File: src/rtl/cntseq_pkg.sv
// Shared types and defaults for the counter run-control sequencer.
// cntseq_state_t : sequencer state (IDLE, RUN, HOLD, DONE)
// CNTSEQ_N_DEF   : default prescaler width (one tick per 2^N clk cycles)
// CNTSEQ_W_DEF   : default count register width
package cntseq_pkg;
    typedef enum logic [1:0] {
        IDLE = 2'd0,
        RUN  = 2'd1,
        HOLD = 2'd2,
        DONE = 2'd3
    } cntseq_state_t;

    localparam int CNTSEQ_N_DEF = 21;
    localparam int CNTSEQ_W_DEF = 8;
endpackage

File: src/rtl/tick_gen.sv
// N-bit prescaler producing a count-enable tick without a derived clock.
// Ports:
//   clk  - system clock
//   rst  - synchronous active-high reset
//   en   - advance the prescaler (must come from registered state)
//   clr  - force the prescaler to zero on the next edge (wins over en)
//   tick - high while enabled and the prescaler sits at 2^N-1
module tick_gen
    import cntseq_pkg::*;
#(
    parameter int N = CNTSEQ_N_DEF
) (
    input  logic clk,
    input  logic rst,
    input  logic en,
    input  logic clr,
    output logic tick
);
    logic [N-1:0] cnt;

    always_ff @(posedge clk) begin
        if (rst)
            cnt <= '0;
        else if (clr)
            cnt <= '0;
        else if (en)
            cnt <= cnt + 1'b1;
    end

    // Decoded from the registered count and the caller's registered enable,
    // so no input reaches tick combinationally.
    assign tick = en & (&cnt);
endmodule

File: src/rtl/counter_seq.sv
// Run-control sequencer for the display counter: prescaler tick, count
// register and start/stop/pause/load command handling, one-shot or
// auto-reload against a live limit.
// Optional feature macro: CNTSEQ_DOWN_EN adds the dir port (latched at start)
// for down counting; without it the counter only counts up.
// Ports:
//   clk, rst     - clock, synchronous active-high reset
//   start        - start from IDLE, restart (from reload value) in DONE
//   stop         - abort to IDLE, prescaler cleared, data kept
//   pause        - level, freezes a running count (RUN -> HOLD)
//   load         - load load_val into data and reload value (IDLE/DONE only)
//   load_val     - value for load
//   limit        - terminal count, sampled live
//   auto_reload  - 1: reload and continue at terminal, 0: one-shot
//   dir          - (CNTSEQ_DOWN_EN only) 0 up, 1 down
//   data         - count register
//   tick         - one-cycle pulse on each prescaler rollover in RUN
//   busy         - high in RUN or HOLD
//   done         - one-cycle pulse alongside the post-terminal data value
module counter_seq
    import cntseq_pkg::*;
#(
    parameter int N = CNTSEQ_N_DEF,
    parameter int W = CNTSEQ_W_DEF
) (
    input  logic         clk,
    input  logic         rst,
    input  logic         start,
    input  logic         stop,
    input  logic         pause,
    input  logic         load,
    input  logic [W-1:0] load_val,
    input  logic [W-1:0] limit,
    input  logic         auto_reload,
`ifdef CNTSEQ_DOWN_EN
    input  logic         dir,
`endif
    output logic [W-1:0] data,
    output logic         tick,
    output logic         busy,
    output logic         done
);
    cntseq_state_t state;
    logic [W-1:0]  reload_q;
    logic [W-1:0]  data_next_step;
    logic          start_ok;
    logic          pres_clr;
    logic          at_limit;

`ifdef CNTSEQ_DOWN_EN
    logic dir_q;
    assign data_next_step = dir_q ? data - 1'b1 : data + 1'b1;
`else
    assign data_next_step = data + 1'b1;
`endif

    // A start only counts when nothing of higher priority is present.
    assign start_ok = start & ~stop & ~load & ((state == IDLE) | (state == DONE));
    assign pres_clr = stop | start_ok;
    assign at_limit = (data == limit);

    tick_gen #(.N(N)) u_tick_gen (
        .clk  (clk),
        .rst  (rst),
        .en   (state == RUN),
        .clr  (pres_clr),
        .tick (tick)
    );

    always_ff @(posedge clk) begin
        if (rst) begin
            state    <= IDLE;
            data     <= '0;
            reload_q <= '0;
            done     <= 1'b0;
`ifdef CNTSEQ_DOWN_EN
            dir_q    <= 1'b0;
`endif
        end else begin
            done <= 1'b0;
            if (stop) begin
                state <= IDLE;
            end else begin
                case (state)
                    IDLE, DONE: begin
                        if (load) begin
                            data     <= load_val;
                            reload_q <= load_val;
                        end else if (start) begin
                            state <= RUN;
                            if (state == DONE)
                                data <= reload_q;
`ifdef CNTSEQ_DOWN_EN
                            dir_q <= dir;
`endif
                        end
                    end
                    RUN: begin
                        // A tick in the pause cycle is still honoured; the
                        // one-shot terminal takes precedence over HOLD.
                        if (pause)
                            state <= HOLD;
                        if (tick) begin
                            if (at_limit) begin
                                done <= 1'b1;
                                if (auto_reload)
                                    data <= reload_q;
                                else
                                    state <= DONE;
                            end else begin
                                data <= data_next_step;
                            end
                        end
                    end
                    HOLD: begin
                        if (!pause)
                            state <= RUN;
                    end
                    default: state <= IDLE;
                endcase
            end
        end
    end

    assign busy = (state == RUN) | (state == HOLD);
endmodule

File: config.mk
export PLATFORM = sky130hd
export DESIGN_NAME = counter_seq
export DESIGN_NICKNAME = d
export VERILOG_FILES = /design/src/rtl/cntseq_pkg.sv /design/src/rtl/tick_gen.sv /design/src/rtl/counter_seq.sv
export SDC_FILE = /design/constraint.sdc
export NUM_CORES = 1
export LEC_CHECK = 0
export CAP_MARGIN = 20
export CORE_UTILIZATION = 40
export DETAILED_ROUTE_END_ITERATION = 6
export HOLD_SLACK_MARGIN = 0.02
export PLACE_DENSITY = 0.76
export SYNTH_ARGS = -nofsm -noshare
export SYNTH_HDL_FRONTEND = slang
export SYNTH_HIERARCHICAL = 1
export SYNTH_SLANG_ARGS = --single-unit
File: constraint.sdc
create_clock -name clk -period 2.5 [get_ports clk]
set_input_delay 0.5 -clock clk [delete_from_list [all_inputs] [get_ports clk]]
set_output_delay 0.5 -clock clk [all_outputs]
set_load 0.05 [all_outputs]
# Yosys cells after proc, flatten, opt, wreduce, memory -nomap -nowiden
# Index checks and enable logic that the tools add are counted.
[classes] n_addsub=2 eq_ne=11 n_mux=16 n_bitwise=11 n_reduce_logical=10
[op_table] operator="2-to-1 mux 8 bit" count=6
[op_table] operator="adder 21 x 1 -> 21 bit, second input constant" count=1
[op_table] operator="AND reduction 21 bit" count=1
[op_table] operator="case mux 8 bit (2 select lines)" count=1
[op_table] operator="2-to-1 mux 2 bit" count=7
[op_table] operator="inequality test 3 bit, second input constant" count=3
[op_table] operator="adder 8 x 1 -> 8 bit, second input constant" count=1
[op_table] operator="== test 8 bit" count=1
[op_table] operator="inequality test 2 bit, second input constant" count=4
[op_table] operator="case mux 2 bit (3 select lines)" count=1
[op_table] operator="AND reduction 3 bit" count=2
[op_table] operator="AND reduction 6 bit" count=1
[op_table] operator="OR reduction 2 bit" count=3
[op_table] operator="AND 1 bit" count=4
[op_table] operator="== test 2 bit, second input constant" count=2
[op_table] operator="NOT 1 bit" count=4
[op_table] operator="OR reduction 4 bit" count=1
[op_table] operator="OR 1 bit" count=3
[op_table] operator="== test 2 x 1 -> 1 bit, second input constant" count=1
[op_table] operator="logical NOT 2 bit" count=1
[op_table] operator="nonzero test 2 bit" count=1
[op_table] operator="2-to-1 mux 1 bit" count=1
[word_totals] reg_bits=40 out_inout_bits=11 wordCells=55

# Depth between registers and ports, before layout
[logic_depth] word_depth=6 mapped_depth=10 mapped_depth_nobuf=9

# Modules after synthesis
# Netlist, hierarchy kept.
[modules_own_cells] module="counter_seq" n_inst=1 cells_per_inst=134 area_per_inst_um2=1186.1 seq_area_each_um2=380.4
[modules_own_cells] module="tick_gen" n_inst=1 cells_per_inst=112 area_per_inst_um2=957.2 seq_area_each_um2=420.4

# Least setup slack after synthesis
# No wires, ideal clock.
[synth_path] kind="reg2reg" from="register state[1]" to="register data[0]" setup_ps=130 t_arrival_ps=2761 setup_slack_ps=-390 path_stages_with_launch=11 n_path_buf=1 synth_period_minus_slack_ps=2890 path_cell_list="dfxtp_1 inv_1 ha_1 nand4_4 nor4_1 and4_1 mux2i_1 a211oi_1 and2_4 buf_6 o22ai_2"
[synth_between] elab_chain_len=4 elab_cells_between_ends=12
[synth_rtl] item="from (decl)" line="counter_seq.sv:43" source="cntseq_state_t state;"
[synth_rtl] item="from (signal assigned)" line="counter_seq.sv:72" source="state <= IDLE;"
[synth_rtl] item="from (signal assigned)" line="counter_seq.sv:82" source="state <= IDLE;"
[synth_rtl] item="from (signal assigned)" line="counter_seq.sv:90" source="state <= RUN;"
[synth_rtl] item="== test 2 x 1 -> 1 bit" line="counter_seq.sv:65" source=".en (state == RUN),"
[synth_rtl] item="AND 1 bit" line="tick_gen.sv:32" source="assign tick = en & (&cnt);"
[synth_rtl] item="named net tick" line="counter_seq.sv:39" source="output logic tick,"
[synth_rtl] item="inequality test 2 bit (no line)"
[synth_rtl] item="AND reduction 6 bit (no line)"
[synth_rtl] item="to (signal assigned)" line="counter_seq.sv:87" source="data <= load_val;"
[synth_rtl] item="to (signal assigned)" line="counter_seq.sv:92" source="data <= reload_q;"
[synth_rtl] item="to (signal assigned)" line="counter_seq.sv:107" source="data <= reload_q;"
[synth_rtl] item="to (decl)" line="counter_seq.sv:38" source="output logic [W-1:0] data,"
# The timed path passes the listed nets, and every way through them passes these cells.
# A chain may end at the register's enable or synchronous reset.

# Final worst setup path
[layout_path] from="register state[1]" to="output port tick"
[layout_between] elab_chain_len=2
[layout_rtl] item="== test 2 x 1 -> 1 bit" line="counter_seq.sv:65"
[layout_rtl] item="AND 1 bit" line="tick_gen.sv:32"
[layout_rtl] item="to (decl)" line="counter_seq.sv:39"
# Every way passes these cells.

==> metrics.txt <==
proportion of power drawn by flip-flops and latches a little over 50%; gate count after technology mapping around 250; area of the core about 0.0051 sq mm; Crit-path slowest cell sky130_fd_sc_hd__dfxtp_1; level count of the clock H-tree 2; arithmetic-cell share of the synthesized area counting full adders, half adders and majority gates 2.919%; power per standard cell area ~500 mW/mm^2; Achievable Freq 428.9 MHz; count of filler cells inserted in the layout approximately 510; endpoint class of the critical path output port; peak supply drop roughly 180 uV; CTS Buf Count 5; internal power around 0.00096 W; Sw Ratio between 20% and 30%; non-filler instance count after layout roughly 350; Hold Buf Count CTS 0; Syn-to-layout area delta 24.23%; Yosys top cell area share 37.36%; Worst Setup Slack, final 0.1686 ns; post-synthesis compound-gate area fraction approximately 15%; Synth Flop Type sky130_fd_sc_hd__dfxtp_1; global router's overall resource usage about 18%; detail-routed via count per cell about 5.4; number of buffer cells added on primary ports 33; first-pass GRT wire length roughly 7600 um; number of nets with antenna violations after detailed routing 0; synthesized net count 274; clock group share of total power a little under a third; maximum net fanout on the critical path 9; DP Worst Slack 0.01953 ns; maximum clock skew at final layout ~0.0083 ns; fraction of layout instances using a drive strength above 1 a little over a tenth; leakage component of the power between 0.9 and 1 nW; Die H approximately 75 um; Net count, final a little over 300; HPWL after detailed placement roughly 3600 um; Horiz. Die Dim around 75 um; maxcap violations 0; antenna violations before repair 0; worst path cell trace inv_1, ha_2, nand4_4, nor4_4, and4_4, buf_12; Final Max Slew Viols 0; register area 800.8 sq um; via count of the routed design between 1500 and 2000; number of distinct library cells after synthesis 41; total die area ~0.0057 sq mm; largest incremental delay on the critical path about 0.34 ns; area share of and/or/nand/nor cells after synthesis between 20% and 30%; xor and xnor fraction of the mapped netlist area 10.51%; number of warnings reported in the yosys synthesis log 6; Diodes inserted 0; source-to-sink clock delay at the later pin of the worst-skew pair 0.28 ns; initial detailed-routing violation count about 110; CP Data Arrival Time 1.83 ns; EDFF count, synth 0; dominant combinational cell family by area after synthesis simple AND/OR/NAND/NOR gates; maximum number of buffers from clock root to sink 2; portion of netlist area occupied by mux cells under 10%; type of element launching the critical path register; number of core rows 26; first-pass iteration count of the detailed router 4; Cell Count Post-Placement approximately 350; setup repair after global routing missed its margin false; Largest delay share family, worst path simple AND/OR/NAND/NOR gates; total gr overflow 0; fraction of the yosys area taken by sequential cells 37.36%; worst slew margin relative to its limit 63.17%; final worst-path cycle share 93.26%; largest net degree at the start of global routing 20; routability congestion estimate from global placement 0.8206; critical setup path kind register to output port; Synth area leader sky130_fd_sc_hd__dfxtp_1; Final Hold Fails 0; clk sinks 40; share of flip-flops with an asynchronous set or reset after synthesis 0%; TritonCTS clock tree done; clock slew at reported path FFs approximately 0.080 ns; worst min-delay path category register to register; routed wirelength normalized by instance count 13.74 um; mapped cell area between 0.002 and 0.0025 sq mm; combinational share of power a little under a fifth; buffer cell driving the clock tree root sky130_fd_sc_hd__clkbuf_8; WP data required around 2.0 ns; wire length reported by the detailed router between 4000 and 5000 um; shortest period the worst path allows around 2.3 ns; buffers inserted by post-CTS timing repair 0; ranking of synthesized cells by area sky130_fd_sc_hd__dfxtp_1 (37%), sky130_fd_sc_hd__xnor2_1 (5.7%), sky130_fd_sc_hd__or3_1 (5.0%); sum of buffers and inverters on the critical path 2; Net Sw Power between 0.0003 and 0.0004 W; remaining design rule violation count 0; via count of the first global-routing pass approximately 1700; mean cell area of the mapped netlist around 8.7 sq um; number of register bits inferred by synthesis 40; initial core utilization between 40% and 50%; number of setup violations in the final report 0; actual slew at the worst max-slew pin about 0.55 ns; total negative setup slack 0 ns; boundary pin count 34; multi-input logic area around 0.0013 sq mm; status complete, no violations
[cell families (layout without fill, tap and decap cells)]
logic type,Yosys count,count (layout)
fa+ha+maj,5,5
flops,40,40
mux,10,10
xor+xnor,24,24
buf+inv,20,56
simple gates,100,100
compound gates,47,47
[area by class of cell]
| class | count | share of cell area [%] |
|---|---|---|
| sequential | 40 | 30.08 |
| inverter | 11 | 1.551 |
| tap | 70 | 3.289 |
| timing repair buffer | 38 | 14.10 |
| multi-input combinational | 186 | 48.07 |
| clock inverter | 1 | 0.1880 |
| clock buffer | 6 | 2.726 |
[routing by layer]
layer	track usage (%)	part of all wire [%]	routed length, um
met1	24.34	48	2321
met2	28.13	46	2246
met3	3.614	5.1	246
met4	5.350	0.43	21
met5	0	0	0
[cell usage in the layout (no fill, tap or decap), drive strengths merged, types with 10 or more instances in the layout]
master	instances
a21oi	12
clkdlybuf4s50	31
dfxtp	40
inv	11
mux2i	10
nand2	18
nor2	26
o21ai	11
or3	17
xnor2	16
[registers in the layout, indices dropped and copies added (netlist names)]
register / cells
data: 8
done: 1
reload_q: 8
state: 2
u_tick_gen/cnt: 21
[Yosys cell counts (2+ instances only)]
cell type and instances:
sky130_fd_sc_hd__mux2i_1 10, sky130_fd_sc_hd__buf_6 3, sky130_fd_sc_hd__a21oi_1 12, sky130_fd_sc_hd__ha_1 5
sky130_fd_sc_hd__xnor2_1 14, sky130_fd_sc_hd__nand2_1 18, sky130_fd_sc_hd__or2_2 2, sky130_fd_sc_hd__xnor2_2 2
sky130_fd_sc_hd__or4_1 3, sky130_fd_sc_hd__inv_1 11, sky130_fd_sc_hd__nor3_1 3, sky130_fd_sc_hd__dfxtp_1 40
sky130_fd_sc_hd__nor4_1 3, sky130_fd_sc_hd__xor2_1 8, sky130_fd_sc_hd__and4_1 5, sky130_fd_sc_hd__o22ai_1 6
sky130_fd_sc_hd__and3_1 2, sky130_fd_sc_hd__or3_1 17, sky130_fd_sc_hd__nand3_1 9, sky130_fd_sc_hd__o21ai_0 10
sky130_fd_sc_hd__nor2_1 26, sky130_fd_sc_hd__o221ai_1 8, sky130_fd_sc_hd__nand4_1 8, sky130_fd_sc_hd__clkbuf_1 4
[power groups by stage]
stage                     Sequential (W)  Combinational [W]  Clock (W)
after floorplan                 0.000719           0.000132          0
after global placement          0.000695           0.000240          0
after detailed placement        0.000696           0.000243          0
after CTS                       0.000681           0.000245   0.000412
after global routing            0.000684           0.000263   0.000446
final                           0.000681           0.000248   0.000404
[tightest hold or removal path, cell delays in order, from the launching register on]
cell                      delay (ns)
sky130_fd_sc_hd__dfxtp_1        0.33
sky130_fd_sc_hd__o21ai_0        0.07
sky130_fd_sc_hd__a21oi_1        0.06
[repair_timing]
action / CTS / global route
endpoints found under the setup margin: 6 / 10
pin swaps: 0 / 0
resized for setup: 1 / 3
endpoints found under the hold margin: 0 / 0
[final timing paths]
| path | startpoint | endpoint | slack [ns] | depth (start not counted) |
|---|---|---|---|---|
| setup / recovery | state[1] | tick | 0.17 | 6 |
| hold / removal | u_tick_gen/cnt[14] | u_tick_gen/cnt[14] | 0.50 | 2 |
| setup reg to reg | state[1] | data[6] | 0.20 | 9 |
| hold reg to reg | u_tick_gen/cnt[14] | u_tick_gen/cnt[14] | 0.50 | 2 |
[stage by stage]
step / instance area (sq um) / util, % / total power [W] / hold slack [ns]
floorplan: 2155 / - / 0.0008504 / 0.4580
global placement: 2560 / 49.81 / 0.0009346 / 0.4751
detailed placement: 2560 / 49.81 / 0.0009388 / 0.4904
CTS: 2643 / 51.41 / 0.001338 / 0.5030
global route: 2663 / 51.80 / 0.001393 / 0.5286
finish: 2663 / 51.80 / 0.001333 / 0.5029
(Power assumes the default switching activity.)
